`src/rtl/lcd_bus_responder.sv`:
```
// HD44780-style responder for the RS/RW/E/data LCD bus: decodes writes, tracks address and busy, answers reads.
// Optional 4-bit nibble transfer mode is compiled in with `define LCD_RESP_4BIT_EN.
module lcd_bus_responder #(
  parameter int unsigned BUSY_CYCLES  = 2000,
  parameter int unsigned CLEAR_CYCLES = 80000
) (
  input  logic       clk_clk,
  input  logic       reset_reset,
  input  logic       lcd_RS,
  input  logic       lcd_RW,
  input  logic       lcd_E,
  input  logic [7:0] lcd_data_in,
  output logic [7:0] lcd_data_out,
  output logic       lcd_data_oe,
  output logic       char_valid,
  output logic [7:0] char_data,
  output logic [6:0] char_addr,
  output logic       cmd_valid,
  output logic [7:0] cmd_code,
  output logic       busy,
  output logic       overrun
);

  localparam int unsigned MAX_CYCLES = (BUSY_CYCLES > CLEAR_CYCLES) ? BUSY_CYCLES : CLEAR_CYCLES;
  localparam int unsigned CNT_W      = $clog2(MAX_CYCLES + 1);
  localparam logic [CNT_W-1:0] BUSY_LOAD  = CNT_W'(BUSY_CYCLES);
  localparam logic [CNT_W-1:0] CLEAR_LOAD = CNT_W'(CLEAR_CYCLES);

  typedef enum logic [1:0] {IDLE, WR_LATCH, RD_DRIVE} state_t;
  state_t state, state_n;

  logic [1:0]       e_sync, rs_sync, rw_sync;
  logic [7:0]       d_meta, d_sync;
  logic             e_prev, e_rise, e_fall, rs_s, rw_s;
  logic [6:0]       addr, dec_addr;
  logic             inc_dec, dec_id;
  logic [CNT_W-1:0] busy_cnt, dec_load;
  logic [7:0]       rd_hold, wr_byte;
  logic             wr_accept, wr_complete, rd_start, rd_end, rd_first;

  always_ff @(posedge clk_clk or posedge reset_reset) begin
    if (reset_reset) begin
      e_sync  <= '0;
      rs_sync <= '0;
      rw_sync <= '0;
      d_meta  <= '0;
      d_sync  <= '0;
      e_prev  <= 1'b0;
    end else begin
      e_sync  <= {e_sync[0], lcd_E};
      rs_sync <= {rs_sync[0], lcd_RS};
      rw_sync <= {rw_sync[0], lcd_RW};
      d_meta  <= lcd_data_in;
      d_sync  <= d_meta;
      e_prev  <= e_sync[1];
    end
  end

  assign rs_s   = rs_sync[1];
  assign rw_s   = rw_sync[1];
  assign e_rise = e_sync[1] & ~e_prev;
  assign e_fall = ~e_sync[1] & e_prev;

  assign wr_accept   = (state == IDLE) && e_fall && !rw_s;
  assign rd_start    = (state == IDLE) && e_rise && rw_s;
  assign rd_end      = (state == RD_DRIVE) && (e_fall || !rw_s);
  assign busy        = (busy_cnt != '0);
  assign lcd_data_oe = (state == RD_DRIVE);

  always_ff @(posedge clk_clk or posedge reset_reset) begin
    if (reset_reset) state <= IDLE;
    else             state <= state_n;
  end

  always_comb begin
    state_n = state;
    case (state)
      IDLE: begin
        if (e_fall && !rw_s)     state_n = WR_LATCH;
        else if (e_rise && rw_s) state_n = RD_DRIVE;
      end
      WR_LATCH: state_n = IDLE;
      RD_DRIVE: if (e_fall || !rw_s) state_n = IDLE;
      default:  state_n = IDLE;
    endcase
  end

`ifdef LCD_RESP_4BIT_EN
  logic       four_bit, nib_phase;
  logic [3:0] hi_nib;

  assign wr_byte     = four_bit ? {hi_nib, d_sync[7:4]} : d_sync;
  assign wr_complete = !four_bit || nib_phase;
  assign rd_first    = !nib_phase;
  assign lcd_data_out = !lcd_data_oe ? '0 :
                        !four_bit    ? rd_hold :
                        nib_phase    ? {rd_hold[3:0], 4'h0} : {rd_hold[7:4], 4'h0};

  // Phase returns to the high nibble after every completed write, which also covers mode switches.
  always_ff @(posedge clk_clk or posedge reset_reset) begin
    if (reset_reset) begin
      four_bit  <= 1'b0;
      nib_phase <= 1'b0;
      hi_nib    <= '0;
    end else if (wr_accept) begin
      if (!wr_complete) begin
        hi_nib    <= d_sync[7:4];
        nib_phase <= 1'b1;
      end else begin
        nib_phase <= 1'b0;
        if (!busy && !rs_s && wr_byte[7:5] == 3'b001) four_bit <= ~wr_byte[4];
      end
    end else if (rd_end && four_bit) begin
      nib_phase <= ~nib_phase;
    end
  end
`else
  assign wr_byte      = d_sync;
  assign wr_complete  = 1'b1;
  assign rd_first     = 1'b1;
  assign lcd_data_out = lcd_data_oe ? rd_hold : '0;
`endif

  // Display-control, N/F and shift bits reach the display mirror through cmd_code; only
  // state this responder itself acts on is held here.
  always_comb begin
    dec_addr = addr;
    dec_id   = inc_dec;
    dec_load = BUSY_LOAD;
    casez (wr_byte)
      8'b1???????: dec_addr = wr_byte[6:0];
      8'b01??????, 8'b001?????, 8'b00001???: begin end
      8'b0001????: if (!wr_byte[3]) dec_addr = wr_byte[2] ? addr + 7'd1 : addr - 7'd1;
      8'b000001??: dec_id = wr_byte[1];
      8'b0000001?: begin
        dec_addr = '0;
        dec_load = CLEAR_LOAD;
      end
      8'b00000001: begin
        dec_addr = '0;
        dec_id   = 1'b1;
        dec_load = CLEAR_LOAD;
      end
      default: dec_load = '0;
    endcase
  end

  always_ff @(posedge clk_clk or posedge reset_reset) begin
    if (reset_reset) begin
      char_valid <= 1'b0;
      char_data  <= '0;
      char_addr  <= '0;
      cmd_valid  <= 1'b0;
      cmd_code   <= '0;
      overrun    <= 1'b0;
      addr       <= '0;
      inc_dec    <= 1'b1;
      busy_cnt   <= '0;
      rd_hold    <= '0;
    end else begin
      char_valid <= 1'b0;
      cmd_valid  <= 1'b0;
      if (busy) busy_cnt <= busy_cnt - 1'b1;
      if (wr_accept && wr_complete) begin
        if (busy) begin
          overrun <= 1'b1;
        end else if (rs_s) begin
          char_valid <= 1'b1;
          char_data  <= wr_byte;
          char_addr  <= addr;
          addr       <= inc_dec ? addr + 7'd1 : addr - 7'd1;
          busy_cnt   <= BUSY_LOAD;
        end else begin
          cmd_valid <= 1'b1;
          cmd_code  <= wr_byte;
          addr      <= dec_addr;
          inc_dec   <= dec_id;
          busy_cnt  <= dec_load;
        end
      end
      if (rd_start && rd_first) rd_hold <= rs_s ? 8'h00 : {busy, addr};
    end
  end

endmodule
```
`config.mk`:
```
export PLATFORM = sky130hd
export DESIGN_NAME = lcd_bus_responder
export DESIGN_NICKNAME = d
export VERILOG_FILES = /design/src/rtl/lcd_bus_responder.sv
export SDC_FILE = /design/constraint.sdc
export NUM_CORES = 1
export LEC_CHECK = 0
export CAP_MARGIN = 20
export CORE_MARGIN = 2
export CORE_UTILIZATION = 40
export DETAILED_ROUTE_END_ITERATION = 10
export SLEW_MARGIN = 20
export SYNTH_ARGS = -nofsm -noshare
export SYNTH_HDL_FRONTEND = slang
export SYNTH_SLANG_ARGS = --single-unit
```
`constraint.sdc`:
```
create_clock -name clk_clk -period 5.6 [get_ports clk_clk]
set_clock_uncertainty 0.1 [all_clocks]
set_input_delay 1.4 -clock clk_clk [delete_from_list [all_inputs] [get_ports clk_clk]]
set_output_delay 1.4 -clock clk_clk [all_outputs]
set_load 0.005 [all_outputs]
```
==> results.md <==
* Result of the run: finished, final reports clean
* Post-synthesis sequential area ratio at approximately 54%
* P_int at 0.000994 W
* Root Buffer: clkbuf_8
* CTS Buffer Depth at 2
* Net Count, Synth at 370
* Area after DPL at 0.00449 sq mm
* Top_reg_cell synth: dfrtp_1
* Routed Antenna Nets at 0
* Number of global-route vias before repair at 2735
* # DRC at 0
* Die W at 103 um
* Final Wtd Congestion at approximately 0.84
* Row cnt at 36
* Final #Nets at 412
* Number of flops mapped to enable cells by yosys at 0
* Layout area overhead at 19.9%
* Synth unique cells at 57
* Htree depth at 3
* Clock power frac at 30.3%
* Multi-input gate area at 0.00169 sq mm
* Critical path class: flip-flop to output port
* Combinational fraction of design power at roughly 16%
* CP Capture Type: output port
* Synthesized flop and latch total at 84
* Starting Density at 40.5%
* Proportion of layout cells with a drive suffix above 1 at 14.5%
* Commonest cells post-synth: dfrtp_1 (83), nand2_1 (33), nor2_1 (20), mux2_2 (15), o21ai_0 (15)
* Psw at 0.000418 W
* Post_cts resized at 0
* Final hold vios at 0
* Final Cycle Share at between 80% and 90%
* Busiest metal layer after global routing: met2
* Largest net degree at the start of global routing at 46
* Initial DRT Pass Iterations at 5
* Clk_lat worst skew at 0.36 ns
* Max-cap viol count at 0
* Final worst path period need at 4.56 ns
* Netlist Area Pre-Place at between 0.003 and 0.004 sq mm
* Share of the synthesized area in the top cell type at 53.2%
* Die area at 0.0106 sq mm
* # Post-CTS Setup Buffers at 0
* Pins Over Slew Limit at 0
* Met3 Resource Use GR at 4.61%
* Mapped Cells at 352
* Ports at 49
* Total Routed Length at 8070 um
* Met1 track demand over resource at 22.9%
* Fill count at just over 900
* Vias per inst at 5.21
* Wire length per cell at between 15 and 20 um
* Worst-Margin Slew at 0.899 ns
* Chip Height at 103 um
* Worst EP required at ~4 ns
* GRT overflow at 0
* Worst hold path class: flip-flop to flip-flop
* Core Area at just under 0.01 sq mm
* Reg area at 0.00210 sq mm
* # port buffers at 48
* Final Instance Area at approximately 0.0047 sq mm
* YS warnings at 0
* Initial DRC Count at 109
* Setup TNS at 0 ns
* Slew margin rel. at 39.9%
* Diode count at 0
* Setup Viol. Count Final at 0
* RSZ-0062 raised after global routing: no
* Critical Path AT at 3.06 ns
* CP Max Fanout at 12
* GR Util met2 at approximately 28%
* Vias at 2772
* Leak pwr at 2.03 nW
* Avg Cell Area, Syn at 11.1 sq um
* Cts bufs inserted at 9
* Top post-synthesis cells by area: dfrtp_1 (53%), mux2_2 (4.3%), mux2_4 (3.8%), nand2_1 (3.2%), xor2_1 (3.1%)
* Reg clk slew, reported paths at around 0.080 ns
* Clock sinks at 84
* Max IR drop VDD at 0.238 mV
* Hold WS at about 0.25 ns
* First-pass GRT wire length at 13800 um
* Startpoint types: flip-flop
* DPL Wire Length at 5720 um
* Switching Fraction at slightly below 30%
* Fmax at 0.219 GHz
* Tot GR Track Use at 16.9%
* Power Dens Cells at approximately 300 mW/mm^2
* Most frequent cell after synthesis: dfrtp_1
* Reg power frac at between 50% and 60%
* Initial antenna violation count at 0
* Share of flip-flops with an asynchronous set or reset at 100%
* Cts hold-fix bufs at 0
* CTS tree: yes
* Area leader, netlist: dfrtp_1
[cells by family after synthesis]
| logic type | Yosys count | share of synthesized area (%) |
|---|---|---|
| xor gates and xnor gates | 21 | 4.71 |
| AOI/OAI and AO/OA | 61 | 10.5 |
| muxes | 27 | 8.68 |
| adders and majority gates | 5 | 1.60 |
| DFF | 84 | 53.8 |
| buffers and inverters | 29 | 3.04 |
| and+or+nand+nor | 125 | 17.6 |
[power by group through the flow]
stage                     clock network, W  logic, W  registers [W]
after global placement                   0  0.000218       0.000770
after detailed placement                 0  0.000221       0.000775
after floorplan                          0  0.000174       0.000750
after global routing              0.000464  0.000257       0.000776
final                             0.000428  0.000222       0.000762
after CTS                         0.000440  0.000225       0.000762
[sequential cells by signal, summed over array words and instances, names as in the netlist]
name / count
e_sync: 2
rs_sync: 2
busy_cnt: 17
d_sync: 8
d_meta: 8
cmd_code: 8
rd_hold: 8
char_data: 8
overrun: 1
addr: 7
rw_sync: 2
inc_dec: 1
char_addr: 7
char_valid: 1
e_prev: 1
state: 2
cmd_valid: 1
[stage by stage]
step / util [%] / setup WS, ns / power (W) / std cells
2_1_floorplan: - / 1.94 / 0.000924 / 352
3_3_place_gp: 46.6 / 1.49 / 0.000988 / 516
3_5_place_dp: 46.6 / 1.42 / 0.000996 / 516
4_1_cts: 48.6 / 1.02 / 0.00143 / 532
5_1_grt: 48.6 / 0.811 / 0.00150 / 532
6_report: 48.6 / 1.04 / 0.00141 / 532
[layout by cell type (no fill, tap or decap), drive strengths merged, types with 2 or more instances in the layout]
| master | instances |
|---|---|
| o21ai | 16 |
| xor2 | 14 |
| a21o | 2 |
| xnor2 | 7 |
| a32oi | 2 |
| nor4 | 11 |
| o22ai | 4 |
| a21boi | 4 |
| or4 | 5 |
| a31oi | 2 |
| a21oi | 11 |
| dfrtp | 83 |
| or4b | 3 |
| buf | 3 |
| nor3 | 10 |
| o31ai | 7 |
| nand3 | 6 |
| clkinv | 4 |
| or2 | 2 |
| mux2i | 2 |
| nand2b | 5 |
| inv | 9 |
| nand2 | 33 |
| or3 | 8 |
| clkdlybuf4s50 | 48 |
| and2 | 10 |
| ha | 5 |
| nor2b | 2 |
| o211ai | 2 |
| nand4 | 2 |
| mux2 | 25 |
| clkbuf | 11 |
| or3b | 2 |
| nor2 | 20 |
| o221a | 2 |
[layout make-up]
class                   instances  share of cell area, %
multi-input cells             239                   36.0
flip-flops and latches         84                   44.9
inverters                       9                  0.748
well taps                     133                   3.55
clock inverters                 5                   1.31
repair buffers                 51                   10.7
clock buffers                  11                   2.80
[worst max-delay path, cell delays in order, from the launching register on]
cell and delay, ns:
dfrtp_1 0.43, or4_1 0.67, or3_1 0.55, nor2_1 0.37, inv_1 0.19, clkdlybuf4s50_1 0.49
[routing by layer]
metal	vias to the layer above	wire length, um
met3	8	294
met5	-	0
li1	1338	-
met2	54	3990
met4	0	76
met1	1372	3710
[worst paths after layout]
kind | cells past startpoint | endpoint | start | slack [ns]
max | 5 | busy | busy_cnt[3]$_DFF_PP0_ | 1.04
min | 0 | rw_sync[1]$_DFF_PP0_ | rw_sync[0]$_DFF_PP0_ | 0.25
max reg2reg | 5 | char_data[4]$_DFFE_PP0P_ | busy_cnt[3]$_DFF_PP0_ | 2.49
min reg2reg | 0 | rw_sync[1]$_DFF_PP0_ | rw_sync[0]$_DFF_PP0_ | 0.25
max in group asynchronous | 3 | char_addr[0]$_DFFE_PP0P_ | reset_reset | 3.07
min in group asynchronous | 2 | busy_cnt[11]$_DFF_PP0_ | reset_reset | 1.37
Power figures use the tool's default switching activity.
